===== config.mk =====
export PLATFORM = sky130hd
export DESIGN_NAME = disp_scan_ctrl
export DESIGN_NICKNAME = d
export VERILOG_FILES = /design/src/rtl/disp_scan_ctrl.sv
export SDC_FILE = /design/constraint.sdc
export NUM_CORES = 1
export LEC_CHECK = 0
export ABC_CLOCK_PERIOD_IN_PS = 5950
export BUFFER_PORTS_ARGS = -buffer_cell sky130_fd_sc_hd__buf_2
export CORE_UTILIZATION = 40
export CTS_CLUSTER_SIZE = 25
export DETAILED_ROUTE_END_ITERATION = 7
export GPL_ROUTABILITY_DRIVEN = 0
export PLACE_DENSITY_LB_ADDON = 0.08
export SLEW_MARGIN = 0
export SYNTH_ARGS = -nofsm -noshare
export SYNTH_HDL_FRONTEND = slang
export SYNTH_SLANG_ARGS = --single-unit
export TNS_END_PERCENT = 50

===== constraint.sdc =====
create_clock -name clk -period 5.95 [get_ports clk]
set_input_delay 0.2975 -clock clk [delete_from_list [all_inputs] [get_ports clk]]
set_output_delay 0.2975 -clock clk [all_outputs]
set_load 0.05 [all_outputs]

===== src/rtl/disp_scan_ctrl.sv =====
// ---------------------------------------------------------------------------
// disp_scan_ctrl
//
// Time-multiplexed scan controller for a 4-digit 7-segment display and a
// 4-position character display that share one slot/enable sequence.
//
// The CPU posts a new number/character set with a one-cycle load strobe. That
// data lands in shadow registers and is copied into the active registers only
// at the end of a full 4-slot scan. This keeps a single scan from mixing old
// and new digits.
//
// Optional feature macro: DISP_ZERO_BLANK_EN
//   defined   -> leading zeros on digits 3..1 are blanked (digit 0 always lit)
//   undefined -> every digit shows its hex glyph
//
// Ports
//   clk      : system clock, rising edge
//   rst      : synchronous active-high reset
//   ld       : one-cycle load strobe for ld_num / ld_char
//   ld_num   : four hex digits, [3:0] is digit 0 (rightmost)
//   ld_char  : four 8-bit character codes, [7:0] is position 0
//   num      : active-low segments {g,f,e,d,c,b,a}
//   n_mask   : active-low one-cold digit enables
//   char     : character code for the current position
//   c_mask   : active-low one-cold position enables
//   frame    : one-cycle pulse at the end of each 4-slot scan
//   pend     : shadow holds data not yet committed
// ---------------------------------------------------------------------------
module disp_scan_ctrl #(
    parameter int unsigned DIV = 1000
) (
    input  logic        clk,
    input  logic        rst,
    input  logic        ld,
    input  logic [15:0] ld_num,
    input  logic [31:0] ld_char,
    output logic [6:0]  num,
    output logic [3:0]  n_mask,
    output logic [7:0]  char,
    output logic [3:0]  c_mask,
    output logic        frame,
    output logic        pend
);

    localparam logic [15:0] PCNT_LAST = 16'(DIV - 1);
    localparam logic [6:0]  SEG_BLANK = 7'h7F;

    logic [15:0] pcnt_q;
    logic [1:0]  idx_q;
    logic [15:0] actNum_q;
    logic [31:0] actChar_q;
    logic [15:0] shdNum_q;
    logic [31:0] shdChar_q;
    logic        pend_q;
    logic [6:0]  num_q;
    logic [3:0]  mask_q;
    logic [7:0]  char_q;
    logic        frame_q;

    logic        slotEnd;
    logic        frameEnd;
    logic        commit;
    logic [3:0]  nibble;
    logic        blank;
    logic [6:0]  num_d;
    logic [3:0]  mask_d;
    logic [7:0]  char_d;

    // Hex font, active-low {g,f,e,d,c,b,a}.
    function automatic logic [6:0] hexGlyph(input logic [3:0] d);
        logic [6:0] g;
        case (d)
            4'h0:    g = 7'h40;
            4'h1:    g = 7'h79;
            4'h2:    g = 7'h24;
            4'h3:    g = 7'h30;
            4'h4:    g = 7'h19;
            4'h5:    g = 7'h12;
            4'h6:    g = 7'h02;
            4'h7:    g = 7'h78;
            4'h8:    g = 7'h00;
            4'h9:    g = 7'h10;
            4'hA:    g = 7'h08;
            4'hB:    g = 7'h03;
            4'hC:    g = 7'h46;
            4'hD:    g = 7'h21;
            4'hE:    g = 7'h06;
            default: g = 7'h0E;
        endcase
        return g;
    endfunction

    // Scan-position decode. The commit happens only on the last cycle of
    // slot 3, so the new data always starts displaying at digit 0.
    always_comb begin
        slotEnd  = (pcnt_q == PCNT_LAST);
        frameEnd = slotEnd && (idx_q == 2'd3);
        commit   = frameEnd && pend_q;
    end

    // Leading-zero test: digit k is blank when it and every higher nibble
    // are zero. Digit 0 is never blanked so "0" still shows.
    always_comb begin
        blank = 1'b0;
`ifdef DISP_ZERO_BLANK_EN
        case (idx_q)
            2'd3:    blank = (actNum_q[15:12] == 4'h0);
            2'd2:    blank = (actNum_q[15:8]  == 8'h00);
            2'd1:    blank = (actNum_q[15:4]  == 12'h000);
            default: blank = 1'b0;
        endcase
`endif
    end

    // Output values for the slot currently selected; registered below so
    // the segments and enables change together on one edge.
    always_comb begin
        nibble = actNum_q[{idx_q, 2'b00} +: 4];
        num_d  = blank ? SEG_BLANK : hexGlyph(nibble);
        mask_d = ~(4'b0001 << idx_q);
        char_d = actChar_q[{idx_q, 3'b000} +: 8];
    end

    // All state. A load coinciding with a commit still commits the old
    // shadow (the right-hand side reads the pre-edge shadow), while the new
    // load refills the shadow and keeps pend set for the next frame.
    always_ff @(posedge clk) begin
        if (rst) begin
            pcnt_q    <= '0;
            idx_q     <= '0;
            actNum_q  <= '0;
            actChar_q <= '0;
            shdNum_q  <= '0;
            shdChar_q <= '0;
            pend_q    <= 1'b0;
            num_q     <= SEG_BLANK;
            mask_q    <= 4'hF;
            char_q    <= 8'h00;
            frame_q   <= 1'b0;
        end else begin
            pcnt_q  <= slotEnd ? 16'd0 : pcnt_q + 16'd1;
            if (slotEnd) begin
                idx_q <= idx_q + 2'd1;
            end
            if (commit) begin
                actNum_q  <= shdNum_q;
                actChar_q <= shdChar_q;
            end
            if (ld) begin
                shdNum_q  <= ld_num;
                shdChar_q <= ld_char;
            end
            pend_q  <= ld | (pend_q & ~commit);
            num_q   <= num_d;
            mask_q  <= mask_d;
            char_q  <= char_d;
            frame_q <= frameEnd;
        end
    end

    assign num    = num_q;
    assign n_mask = mask_q;
    assign char   = char_q;
    assign c_mask = mask_q;
    assign frame  = frame_q;
    assign pend   = pend_q;

endmodule

==> reports/summary.txt <==
Status: finished clean
Tcrit/Tclk final: 42.60%
Stages on worst setup path: 5
Slew Viols, Final: 0
Most frequent cells in the layout: dfxtp_1, buf_2, nor2_1
FP Rows: 42
Clock sink total: 135
Multi-input gate area: 2434 um2
Worst vdd ir: 0.0002031 V
Worst-margin pin slew: 0.9898 ns
Post-place setup slack: 3.376 ns
Seq/Total Area, Yosys: 49.92%
Required time worst endpoint: 6.29 ns
Critical Path Start: idx_q[0]
Hold_sp: ld_char[17]
Critical R2R Launch: idx_q[0]
WL/cell: 14.95 um
CTS resizes: 0
Reg-to-Reg End: actChar_q[21]
Tmin final: 2.535 ns
Hold buffer count at cts: 0
Worst setup EP type: flip-flop
Number of diodes: 0
CP delay by family, top: flip-flops
Relative slew slack: 33.92%
Gr usage total: 18.52%
Iteration count of the initial detailed-routing pass: 4
P_leak: 2.458 nW
Power per cell area: 308.9 nW/um2
First-pass GRT wire length: 20150 um
Mapped Cells: 564
Core area: 13240 um2
Max Root-Sink Buffers: 2
Worst reg-to-reg path cell count: 5
Initial DRC count: 173
Sw frac: 21.48%
Int Pwr: 0.001535 W
Worst Path Arrival: 2.87 ns
R2r setup slk: 3.42 ns
RSZ-0062 raised after global routing: false
Antenna violations before repair: 0
Register bit total from synthesis: 135
Setup TNS: 0 ns
DIE WIDTH: 118.3 um
Final ANT Viol Nets: 0
IO Port Bufs: 75
Post-CTS setup buffer count: 0
Half-perimeter wire length after placement: 7728 um
Vias in the first global route: 4004
Clock Skew: 0.006303 ns
Gate power share: 4.6%
Inserted Clock Buffers: 17
Flop pwr share: 48.3%
Max_cap viols: 0
Final Worst Setup Slack: 3.415 ns
I/O Pins: 76
CTS tree: done
Syn_area_per_cell: 9.599 um2
Slowest CP cell: dfxtp_1
Drc violations: 0
Congestion Overflow GR: 0
Max frequency: 0.3945 GHz
Die ar.: 14000 um2
Clk Latency, worst-skew pair: 0.42 ns
Root Driver: clkbuf_16
Crit-path cells: ha_1 > and2_1 > buf_4 > nand3_1 > a21oi_1
Worst setup SP type: flip-flop
Hold Slack: 0.1163 ns
Initial core utilization: 40.88%
# fillers: 1292
Sw power: 0.0004200 W
Commonest non-fill, non-tap cell in the layout: dfxtp_1
Layout area overhead: 16.89%
Hold Crit Class: in2reg
Crit path kind: reg2reg
Drt total wl: 11980 um
Register Area: 2703 um2
Detailed-route via count: 4035
Die height: 118.3 um
Syn Nets: 626
Area of the mapped netlist: 5414 um2
Cell variety after synth: 40
Clock share of power: 47.1%
H-Tree Depth: 4
Final setup viols: 0
Largest net degree at the start of global routing: 68
Final hold viol count: 0
Yosys warns: 0
Buffers plus inverters on the worst setup path: 1
Vias/cell: 5.037
Clk pin slew, worst setup/hold paths: 0.05 ns
Final nets: 676
Worst-path fanout max: 35
Layout cells sized above 1: 19.20%
Slowest stage delay, CP: 0.97 ns
Crit path to: actChar_q[21]
## state kept, by name (all words and copies together) (netlist names), 2 cells and up
register	count
actNum_q	16
c_mask	4
shdChar_q	32
pcnt_q	16
char	8
actChar_q	32
shdNum_q	16
idx_q	2
num	7
## logic make-up after synthesis
family	synth area share (%)
xor gates and xnor gates	1.941
AOI/OAI and AO/OA	11.58
and+or+nand+nor	14.49
DFF	49.92
buffers and inverters	5.292
adders and majority gates	2.542
muxes	14.24
## per-layer routing
metal / vias up / routed length, um / track usage, % / part of all wire [%]
li1: 2060 / - / - / -
met1: 1883 / 5476 / 23.00 / 46
met2: 76 / 5778 / 30.04 / 48
met3: 16 / 492 / 4.826 / 4.1
met4: 0 / 230 / 8.413 / 1.9
met5: - / 0 / 0 / 0
## through the flow
stage / cell area (um2) / power (W) / util (%) / instances
after global routing: 6329 / 0.002035 / 47.79 / 801
after CTS: 6329 / 0.001981 / 47.79 / 801
final: 6329 / 0.001955 / 47.79 / 801
after floorplan: 5414 / 0.001021 / - / 564
after global placement: 5809 / 0.001054 / 43.87 / 771
after detailed placement: 5809 / 0.001055 / 43.87 / 771
## power groups by stage
| stage | Clock [W] | Combinational [W] | Sequential (W) |
|---|---|---|---|
| 6_report | 0.000921 | 0.0000906 | 0.000944 |
| 3_3_place_gp | 0 | 0.0000908 | 0.000963 |
| 2_1_floorplan | 0 | 0.0000533 | 0.000968 |
| 3_5_place_dp | 0 | 0.0000921 | 0.000963 |
| 5_1_grt | 0.000988 | 0.000101 | 0.000946 |
| 4_1_cts | 0.000945 | 0.0000925 | 0.000944 |
## worst min-delay path by stage
stage | endpoint | slack [ns] | cells past startpoint
after floorplan | pcnt_q[0] | 0.42 | 1
after global placement | pcnt_q[0] | 0.43 | 1
after detailed placement | pcnt_q[0] | 0.44 | 1
after CTS | shdChar_q[17] | 0.1 | 3
after global routing | shdChar_q[13] | 0.10 | 3
final | shdChar_q[17] | 0.12 | 3
## tightest hold or removal path, stage by stage
cell and delay [ns]:
buf_2 0.07, mux2i_1 0.06, nor2_1 0.07
## Yosys cell counts
master / n / share of area, %
buf_4: 6 / 0.83
o211ai_1: 2 / 0.28
nor4_1: 3 / 0.35
nor2_1: 67 / 4.6
o31ai_1: 2 / 0.28
or4_1: 5 / 0.69
xnor2_1: 7 / 1.1
clkinv_1: 1 / 0.069
a21boi_0: 1 / 0.14
mux4_2: 12 / 5.0
o21a_1: 1 / 0.14
nand4_1: 3 / 0.35
clkbuf_1: 26 / 1.8
a31oi_1: 2 / 0.23
and2_1: 9 / 1.0
buf_2: 7 / 0.65
o22ai_1: 1 / 0.12
o31a_1: 1 / 0.16
and3_1: 1 / 0.12
dfxtp_1: 135 / 50
nor3_1: 1 / 0.092
o221ai_1: 1 / 0.16
mux2i_1: 50 / 9.2
or3_1: 3 / 0.35
inv_1: 7 / 0.49
nor2b_1: 1 / 0.12
buf_1: 6 / 0.42
nor3b_1: 1 / 0.14
and4_1: 1 / 0.16
nand2_1: 14 / 0.97
ha_1: 11 / 2.5
o21ai_0: 6 / 0.55
buf_6: 5 / 1.0
xor2_1: 5 / 0.81
nand3_1: 53 / 4.9
nor4_2: 1 / 0.23
nand2b_1: 2 / 0.23
a21oi_1: 56 / 5.2
nand2_2: 1 / 0.12
o21ai_1: 47 / 4.3
## cell type report
class	count	share of cell area, %
flip-flops and latches	135	42.70
multi-input cells	371	38.45
clock buffers	26	7.888
repair buffers	81	6.682
well taps	176	3.480
inverters	8	0.4745
clock inverters	4	0.3163
(Power assumes the default switching activity.)
